### config.mk
export PLATFORM = sky130hd
export DESIGN_NAME = self_destruct_sequencer
export DESIGN_NICKNAME = d
export VERILOG_FILES = /design/src/rtl/self_destruct_sequencer_pkg.sv /design/src/rtl/self_destruct_sequencer_tick_edge_sync.sv /design/src/rtl/self_destruct_sequencer.sv
export SDC_FILE = /design/constraint.sdc
export NUM_CORES = 1
export LEC_CHECK = 0
export ABC_AREA = 1
export CORE_ASPECT_RATIO = 1.25
export CORE_MARGIN = 3
export CORE_UTILIZATION = 45
export CTS_CLUSTER_SIZE = 25
export DETAILED_ROUTE_END_ITERATION = 16
export PLACE_DENSITY = 0.68
export SLEW_MARGIN = 15
export SYNTH_ARGS = -nofsm -noshare
export SYNTH_HDL_FRONTEND = slang
export SYNTH_SLANG_ARGS = --single-unit
### constraint.sdc
create_clock -name clk -period 1.6 [get_ports clk]
set_input_delay 0.4 -clock clk [delete_from_list [all_inputs] [get_ports clk]]
set_output_delay 0.4 -clock clk [all_outputs]
set_load 0.05 [all_outputs]
### src/rtl/self_destruct_sequencer_pkg.sv
// Shared state codes and LED patterns for the self-destruct sequencer.
// Imported by the RTL and by the bench.
package self_destruct_sequencer_pkg;

  localparam logic [2:0] IDLE      = 3'd0;
  localparam logic [2:0] ARMING    = 3'd1;
  localparam logic [2:0] COUNTDOWN = 3'd2;
  localparam logic [2:0] COOLDOWN  = 3'd3;
  localparam logic [2:0] DETONATED = 3'd4;

  localparam logic [3:0] LED_ALL_ON = 4'hF;
  localparam logic [3:0] LED_OFF    = 4'h0;

  typedef enum logic [2:0] {
    S_IDLE      = IDLE,
    S_ARMING    = ARMING,
    S_COUNTDOWN = COUNTDOWN,
    S_COOLDOWN  = COOLDOWN,
    S_DETONATED = DETONATED
  } state_e;

endpackage

### src/rtl/self_destruct_sequencer_tick_edge_sync.sv
// Two-flop synchroniser plus rising-edge detector for a slow async input.
// Reusable for any divider output that must become a one-cycle pulse.
module tick_edge_sync (
  input  logic clk,
  input  logic reset,
  input  logic async_in,
  output logic pulse_out
);

  logic       sync1;
  logic       sync2;
  logic       dly;
  logic [2:0] fill;

  always_ff @(posedge clk or posedge reset) begin
    if (reset) begin
      sync1 <= 1'b0;
      sync2 <= 1'b0;
      dly   <= 1'b0;
      fill  <= 3'b000;
    end else begin
      sync1 <= async_in;
      sync2 <= sync1;
      dly   <= sync2;
      fill  <= {fill[1:0], 1'b1};
    end
  end

  // fill[2] waits until dly holds a real sample, so a line that is
  // already high when reset is released is not taken as an edge.
  assign pulse_out = sync2 & ~dly & fill[2];

endmodule

### src/rtl/self_destruct_sequencer.sv
// Self-destruct FSM: arm, count down, cool down, detonate.
// Drives the four board LEDs from the 1 s tick and the two switches.
import self_destruct_sequencer_pkg::*;

module self_destruct_sequencer #(
  parameter int LIMIT     = 10,
  parameter int ARM_TICKS = 3
) (
  input  logic       clk,
  input  logic       reset,
  input  logic       tick_in,
  input  logic       in_combat,
  input  logic       in_danger,
  output logic [3:0] leds,
  output logic [2:0] state_o,
  output logic       armed,
  output logic       boom
);

  localparam logic [3:0] LIM      = 4'(LIMIT);
  localparam logic [3:0] LIM_LAST = 4'(LIMIT - 1);
  localparam logic [3:0] ARM_LAST = 4'(ARM_TICKS - 1);

  logic       tick_p;
  logic       both;
  state_e     state;
  state_e     state_n;
  logic [3:0] cnt;
  logic [3:0] cnt_n;
  logic [3:0] arm_cnt;
  logic [3:0] arm_cnt_n;
  logic [3:0] leds_n;

  tick_edge_sync u_sync (
    .clk       (clk),
    .reset     (reset),
    .async_in  (tick_in),
    .pulse_out (tick_p)
  );

  assign both = in_combat & in_danger;

  always_comb begin
    state_n   = state;
    cnt_n     = cnt;
    arm_cnt_n = arm_cnt;
    unique case (state)
      S_IDLE: begin
        cnt_n = 4'd0;
        if (both) begin
          state_n   = S_ARMING;
          arm_cnt_n = 4'd0;
        end
      end
      S_ARMING: begin
        if (!both) begin
          state_n = S_IDLE;
        end else if (tick_p) begin
          if (arm_cnt >= ARM_LAST) begin
            state_n = S_COUNTDOWN;
            cnt_n   = 4'd0;
          end else begin
            arm_cnt_n = arm_cnt + 4'd1;
          end
        end
      end
      S_COUNTDOWN: begin
        if (!in_combat) begin
          state_n = S_COOLDOWN;
        end else if (tick_p && in_danger) begin
          if (cnt >= LIM_LAST) begin
            state_n = S_DETONATED;
            cnt_n   = LIM;
          end else begin
            cnt_n = cnt + 4'd1;
          end
        end
      end
      S_COOLDOWN: begin
        if (both) begin
          state_n = S_COUNTDOWN;
        end else if (cnt == 4'd0) begin
          state_n = S_IDLE;
        end else if (tick_p) begin
          cnt_n = cnt - 4'd1;
          if (cnt == 4'd1) state_n = S_IDLE;
        end
      end
      S_DETONATED: ;
      default: state_n = S_IDLE;
    endcase
  end

  // LEDs are registered from the next state so they line up with state_o.
  always_comb begin
    leds_n = LED_OFF;
    unique case (state_n)
      S_COUNTDOWN, S_COOLDOWN: leds_n = cnt_n;
      S_DETONATED: begin
        if (state != S_DETONATED) leds_n = LED_ALL_ON;
        else if (tick_p)          leds_n = ~leds;
        else                      leds_n = leds;
      end
      default: leds_n = LED_OFF;
    endcase
  end

  always_ff @(posedge clk or posedge reset) begin
    if (reset) begin
      state   <= S_IDLE;
      cnt     <= 4'd0;
      arm_cnt <= 4'd0;
      leds    <= LED_OFF;
      armed   <= 1'b0;
      boom    <= 1'b0;
    end else begin
      state   <= state_n;
      cnt     <= cnt_n;
      arm_cnt <= arm_cnt_n;
      leds    <= leds_n;
      armed   <= (state_n == S_COUNTDOWN);
      boom    <= (state_n == S_DETONATED);
    end
  end

  assign state_o = state;

endmodule

# --- After elaboration in Yosys (flattened, before gate mapping) ---
# Cells that the tools add are included.
classes:
  add_sub_neg: 3
  magnitude_cmp: 2
  n_eq_ne: 14
  mux: 30
  bitwise_logic: 5
  reduce_logical: 6
ops:
  columns: ["op", "n"]
  rows:
  - ["4-bit two-way mux", 15]
  - ["3-bit two-way mux", 11]
  - ["4-bit one-hot mux with 2 select lines", 2]
  - ["4-bit one-hot mux with 4 select lines", 1]
  - ["3-bit one-hot mux with 5 select lines", 1]
  - ["3-bit by 2-bit equality test with 1-bit output, second input constant", 4]
  - ["4-bit by 1-bit adder with 4-bit output, second input constant", 2]
  - ["2-bit inequality test, second input constant", 4]
  - ["3-bit equality test, second input constant", 2]
  - ["3-bit inequality test, second input constant", 2]
  - ["5-bit AND reduction", 1]
  - ["4-bit by 1-bit equality test with 1-bit output, second input constant", 1]
  - ["4-bit by 2-bit greater-or-equal comparator with 1-bit output, second input constant", 1]
  - ["4-bit greater-or-equal comparator, second input constant", 1]
  - ["4-bit zero test", 1]
  - ["4-bit inverter", 1]
  - ["4-bit by 1-bit subtractor with 4-bit output, second input constant", 1]
  - ["1-bit AND", 3]
  - ["3-bit by 1-bit equality test with 1-bit output, second input constant", 1]
  - ["3-bit zero test", 1]
  - ["2-bit nonzero test", 1]
  - ["2-bit OR reduction", 1]
  - ["1-bit logical AND", 1]
  - ["1-bit inverter", 1]
totals:
  regBits: 23
  in_bits: 5
  out_inout_bits: 9
  word_cells: 70

# --- Depth between registers and ports, before layout ---
logic_depth:
  depth_word: 10
  ltp_mapped: 12
  depth_no_buf: 12

# --- Cells and area by module ---
# From an unflattened synthesis, not the netlist that was laid out.
hier_totals:
  cells_unflattened: 181
  hier_area_um2: 1362.6
modules_own_cells:
  columns: ["module", "n_inst", "cells_each", "area_per_inst_um2", "seq_area_each_um2"]
  rows:
  - ["self_destruct_sequencer", 1, 171, 1194.9, 425.4]
  - ["tick_edge_sync", 1, 10, 167.7, 150.1]

# --- Least setup slack after synthesis ---
# No wires, ideal clock.
synth_timing:
  kind: "reg-to-reg"
  start: "register state[2], in the netlist state_o[2]"
  end: "register leds[2]"
  setup_ns: 0.133
  arrival_ns: 1.515
  required_time_ns: 1.467
  slack_ns: -0.048
  path_stages_with_launch: 8
  n_path_buf: 0
  period_less_slack_ns: 1.648
  cell_sequence: "dfrtp_1 > inv_2 > nor3_1 > inv_1 > nor2_1 > nand2_1 > nand2_1 > a31oi_1"
synth_via:
  elab_chain_cells: 8
synth_lines:
  columns: ["element", "line", "rtl"]
  rows:
  - ["start: declaration", "self_destruct_sequencer.sv:26", "state_e state;"]
  - ["start signal: assignment", "self_destruct_sequencer.sv:117", "state <= state_n;"]
  - ["3-bit two-way mux", "self_destruct_sequencer.sv:86", "if (cnt == 4'd1) state_n = S_IDLE;"]
  - ["3-bit two-way mux", "self_destruct_sequencer.sv:84", "end else if (tick_p) begin"]
  - ["3-bit two-way mux", "self_destruct_sequencer.sv:82", "end else if (cnt == 4'd0) begin"]
  - ["3-bit two-way mux", "self_destruct_sequencer.sv:80", "if (both) begin"]
  - ["3-bit one-hot mux with 5 select lines", "self_destruct_sequencer.sv:47", "unique case (state)"]
  - ["3-bit by 2-bit equality test with 1-bit output", "self_destruct_sequencer.sv:97", "unique case (state_n)"]
  - ["2-bit OR reduction", "self_destruct_sequencer.sv:97", null]
  - ["4-bit one-hot mux with 2 select lines", "self_destruct_sequencer.sv:97", null]
  - ["end signal: assignment", "self_destruct_sequencer.sv:120", "leds <= leds_n;"]
  - ["end: declaration", "self_destruct_sequencer.sv:14", "output logic [3:0] leds,"]
# Parallel ways exist; a longest one is shown, timed or not.
# A chain may end at the register's enable or synchronous reset.

# --- Worst setup path in the final report ---
layout_timing:
  start: "register cnt[1]"
  end: "register leds[2]"
layout_via:
  elab_chain_cells: 9
layout_lines:
  columns: ["element", "line", "rtl"]
  rows:
  - ["start: declaration", "self_destruct_sequencer.sv:28", "logic [3:0] cnt;"]
  - ["start signal: assignment", "self_destruct_sequencer.sv:118", "cnt <= cnt_n;"]
  - ["parallel branches: the longest is 9 deep, another holds 4-bit greater-or-equal comparator", null, null]
# Parallel ways; which one is timed is not known.

==> impl_metrics.yaml <==
worst_setup_path:
  required_ns: 1.85
  critPathMaxStageDelay_ns: 0.42
  crit_slowest_cell: "dfrtp_1"
  crit_family: "simple AND/OR/NAND/NOR gates"
  worst_setup_path_end_kind: "flop"
  cp.arrival_ns: 1.83
  path_buf_inv: 2
  worstPathMaxFanout: 4
  cp.depth: 9
  worstReg2RegEnd: "leds[2]"
  r2r-start: "cnt[1]"
  crit_chain: "inv_2 > ha_4 > nand3_4 > nand2_4 > nor2_4 > nor2_4 > buf_6 > nand2_4 > a31oi_2"
  worstSetupStartpointType: "flop"
  reg2reg_slack_ns: 0.01
  crit_type: "reg -> reg"
  r2r_cells: 9
timing:
  drv_slew: 0
  hold_violations: 0
  post-route-period-util_pct: 99.2
  hold_ws_ns: 0.370
  setup_tns_ns: 0
  worst_slack_ns: 0.0134
  rsz0062_at_grt: "yes"
  fin_skew_ns: 0.00413
  final.min_clock_period_ns: 1.59
  fmax_mhz: 630
  setup_viol: 0
routing:
  vias_per_cell: 5.20
  drc_errors: 0
  drt-total-wl_mm: 3.51
  ant_nets: 0
  vias: 1279
  wire_per_inst_um: 14.2
  drt_iter0_markers: 56
  firstDrtPassIters: 4
placement:
  place_ws_ns: -0.252
  postPlaceCellArea_um2: 1740
  dpl.cell_count: 230
  dp_hpwl_mm: 2.24
  gp_congestion: 0.860
  numPortBuffers: 13
clocking:
  cts_tree: "built"
  ctsHtreeMaxLevel: 1
  clk_pin_slew_ns: 0.13
  clk-insertion-delay-late_ns: 0.32
  clock_path_buffers: 2
  numCtsBuffers: 3
  cts_hold_buffers: 0
  cts.sinks: 23
  root_buffer: "clkbuf_4"
synth:
  synth_edf_count: 0
  syn-num-nets: 176
  avgSynthCellArea_um2: 8.10
  synthArstFlopShare_pct: 100
  syn_area_um2: 1340
  yosys_register_bits: 23
  synth_flop_cell: "dfrtp_1"
  syn_inst: 166
  yosysWarnings: 0
  seq_area_frac_synth_pct: 42.8
  synth_cell_type_count: 28
power:
  vdd_ir_drop_max_v: 0.000742
  leakagePower_nw: 0.993
  clkPwrFrac_pct: 22.9
  p_sw_share_pct: 31.2
  power_frac_seq_pct: 53.3
  p_total_mw: 1.21
  powerDensity_nw_per_um2: 591
  switching_power_mw: 0.377
  combPwrFrac_pct: 23.8
  power.internal_mw: 0.830
cells_and_area:
  fin_nets: 223
  final_cell_mix: "nand2_1, buf_4, dfrtp_1"
  synthToLayoutAreaGrowth_pct: 52.0
  fin_cells: 246
  n_antenna_cell: 0
  fill_cells: 201
  layout_commonest_cell: "nand2_1"
  ff_latch_area_um2: 581
  multi_input_area_um2: 855
  drive_gt1_share_pct: 49.1
  utilization_pct: 74.1
  finalInstanceArea_um2: 2040
floorplan:
  rows: 21
  initial_core_util_pct: 48.7
  coreArea_um2: 2760
  die-area_um2: 3680
  die_w_um: 54.9
  io_pins: 14
  fp.dieH_um: 67.1
grt:
  grt_usage_pct: 20.3
  grt_first_pass_wirelength_mm: 5.44
  antenna_found_initial: 0
  gr-total-overflow: 0
  grt_max_degree: 24
  grt_pass1_vias: 1218
hold_path:
  hp-start: "u_sync.sync1"
  hold_path_depth: 0
  hold_path_end: "u_sync.sync2"
  hold_class: "reg -> reg"
run:
  cap_violations: 0
outcome:
  outcome: "finished, final reports clean"
==> per-layer routing <==
| metal | vias to the layer above | GRT usage (%) | share of wire [%] |
|---|---|---|---|
| li1 | 626 | - | - |
| met1 | 601 | 28.9 | 44 |
| met2 | 39 | 30.0 | 49 |
| met3 | 13 | 2.68 | 3.8 |
| met4 | 0 | 9.03 | 3.3 |
| met5 | - | 0 | 0 |
==> flip-flops by register name, indices dropped and copies added, names as in the netlist <==
signal	flops
u_sync.fill	3
armed	1
state_o	3
u_sync.dly	1
u_sync.sync2	1
boom	1
leds	4
arm_cnt	4
cnt	4
u_sync.sync1	1
==> worst max-delay path by stage <==
| stage | start | end | slack [ns] |
|---|---|---|---|
| after detailed placement | in_combat | leds[0] | -0.25 |
| after CTS | cnt[1] | leds[1] | 0.02 |
| after global placement | in_combat | leds[0] | -0.25 |
| after global routing | cnt[1] | leds[1] | -0.06 |
| after floorplan | state_o[0] | leds[0] | 0.008 |
| final | cnt[1] | leds[2] | 0.01 |
==> kinds of logic after synthesis <==
kind of cell / share of synthesized area (%)
flops: 42.8
simple gates: 35.8
compound gates: 9.96
buf+inv: 5.87
xor+xnor: 0.652
other cells: 0.279
fa+ha+maj: 4.66
==> what timing repair did <==
action | in CTS | in global routing
buffers inserted | 2 | 10
resized for setup | 2 | 55
setup endpoints to repair | 6 | 9
pin swaps | 0 | 22
==> power groups by stage <==
stage	Sequential (mW)	Clock [mW]	Combinational [mW]
floorplan	0.662	0	0.127
global placement	0.650	0	0.232
detailed placement	0.652	0	0.233
CTS	0.640	0.278	0.240
global route	0.648	0.311	0.318
finish	0.643	0.277	0.287
==> Yosys cell counts (all sizes together), types with 2 or more instances <==
| master | n | area, um^2 |
|---|---|---|
| nor2 | 24 | 136 |
| o21ai | 6 | 30.0 |
| nand4 | 2 | 12.5 |
| nand2 | 49 | 214 |
| ha | 5 | 62.6 |
| a31oi | 2 | 12.5 |
| inv | 21 | 78.8 |
| a21oi | 11 | 66.3 |
| nand3 | 13 | 75.1 |
| dfrtp | 23 | 576 |
| nor3 | 4 | 36.3 |
==> worst register-to-register path: cells and delay by family, from the launching register on <==
| family | cells | cell delay, ns |
|---|---|---|
| compound gates | 1 | 0.18 |
| flops | 1 | 0.42 |
| fa+ha+maj | 1 | 0.19 |
| buf+inv | 2 | 0.26 |
| simple gates | 5 | 0.46 |
==> area by class of cell <==
type | instances | area share [%]
flip-flops and latches | 23 | 28.4
inverters | 21 | 4.23
multi-input cells | 122 | 41.8
repair buffers | 42 | 22.1
clock inverters | 1 | 0.245
well taps | 34 | 2.08
clock buffers | 3 | 1.10
(Power assumes the default switching activity.)
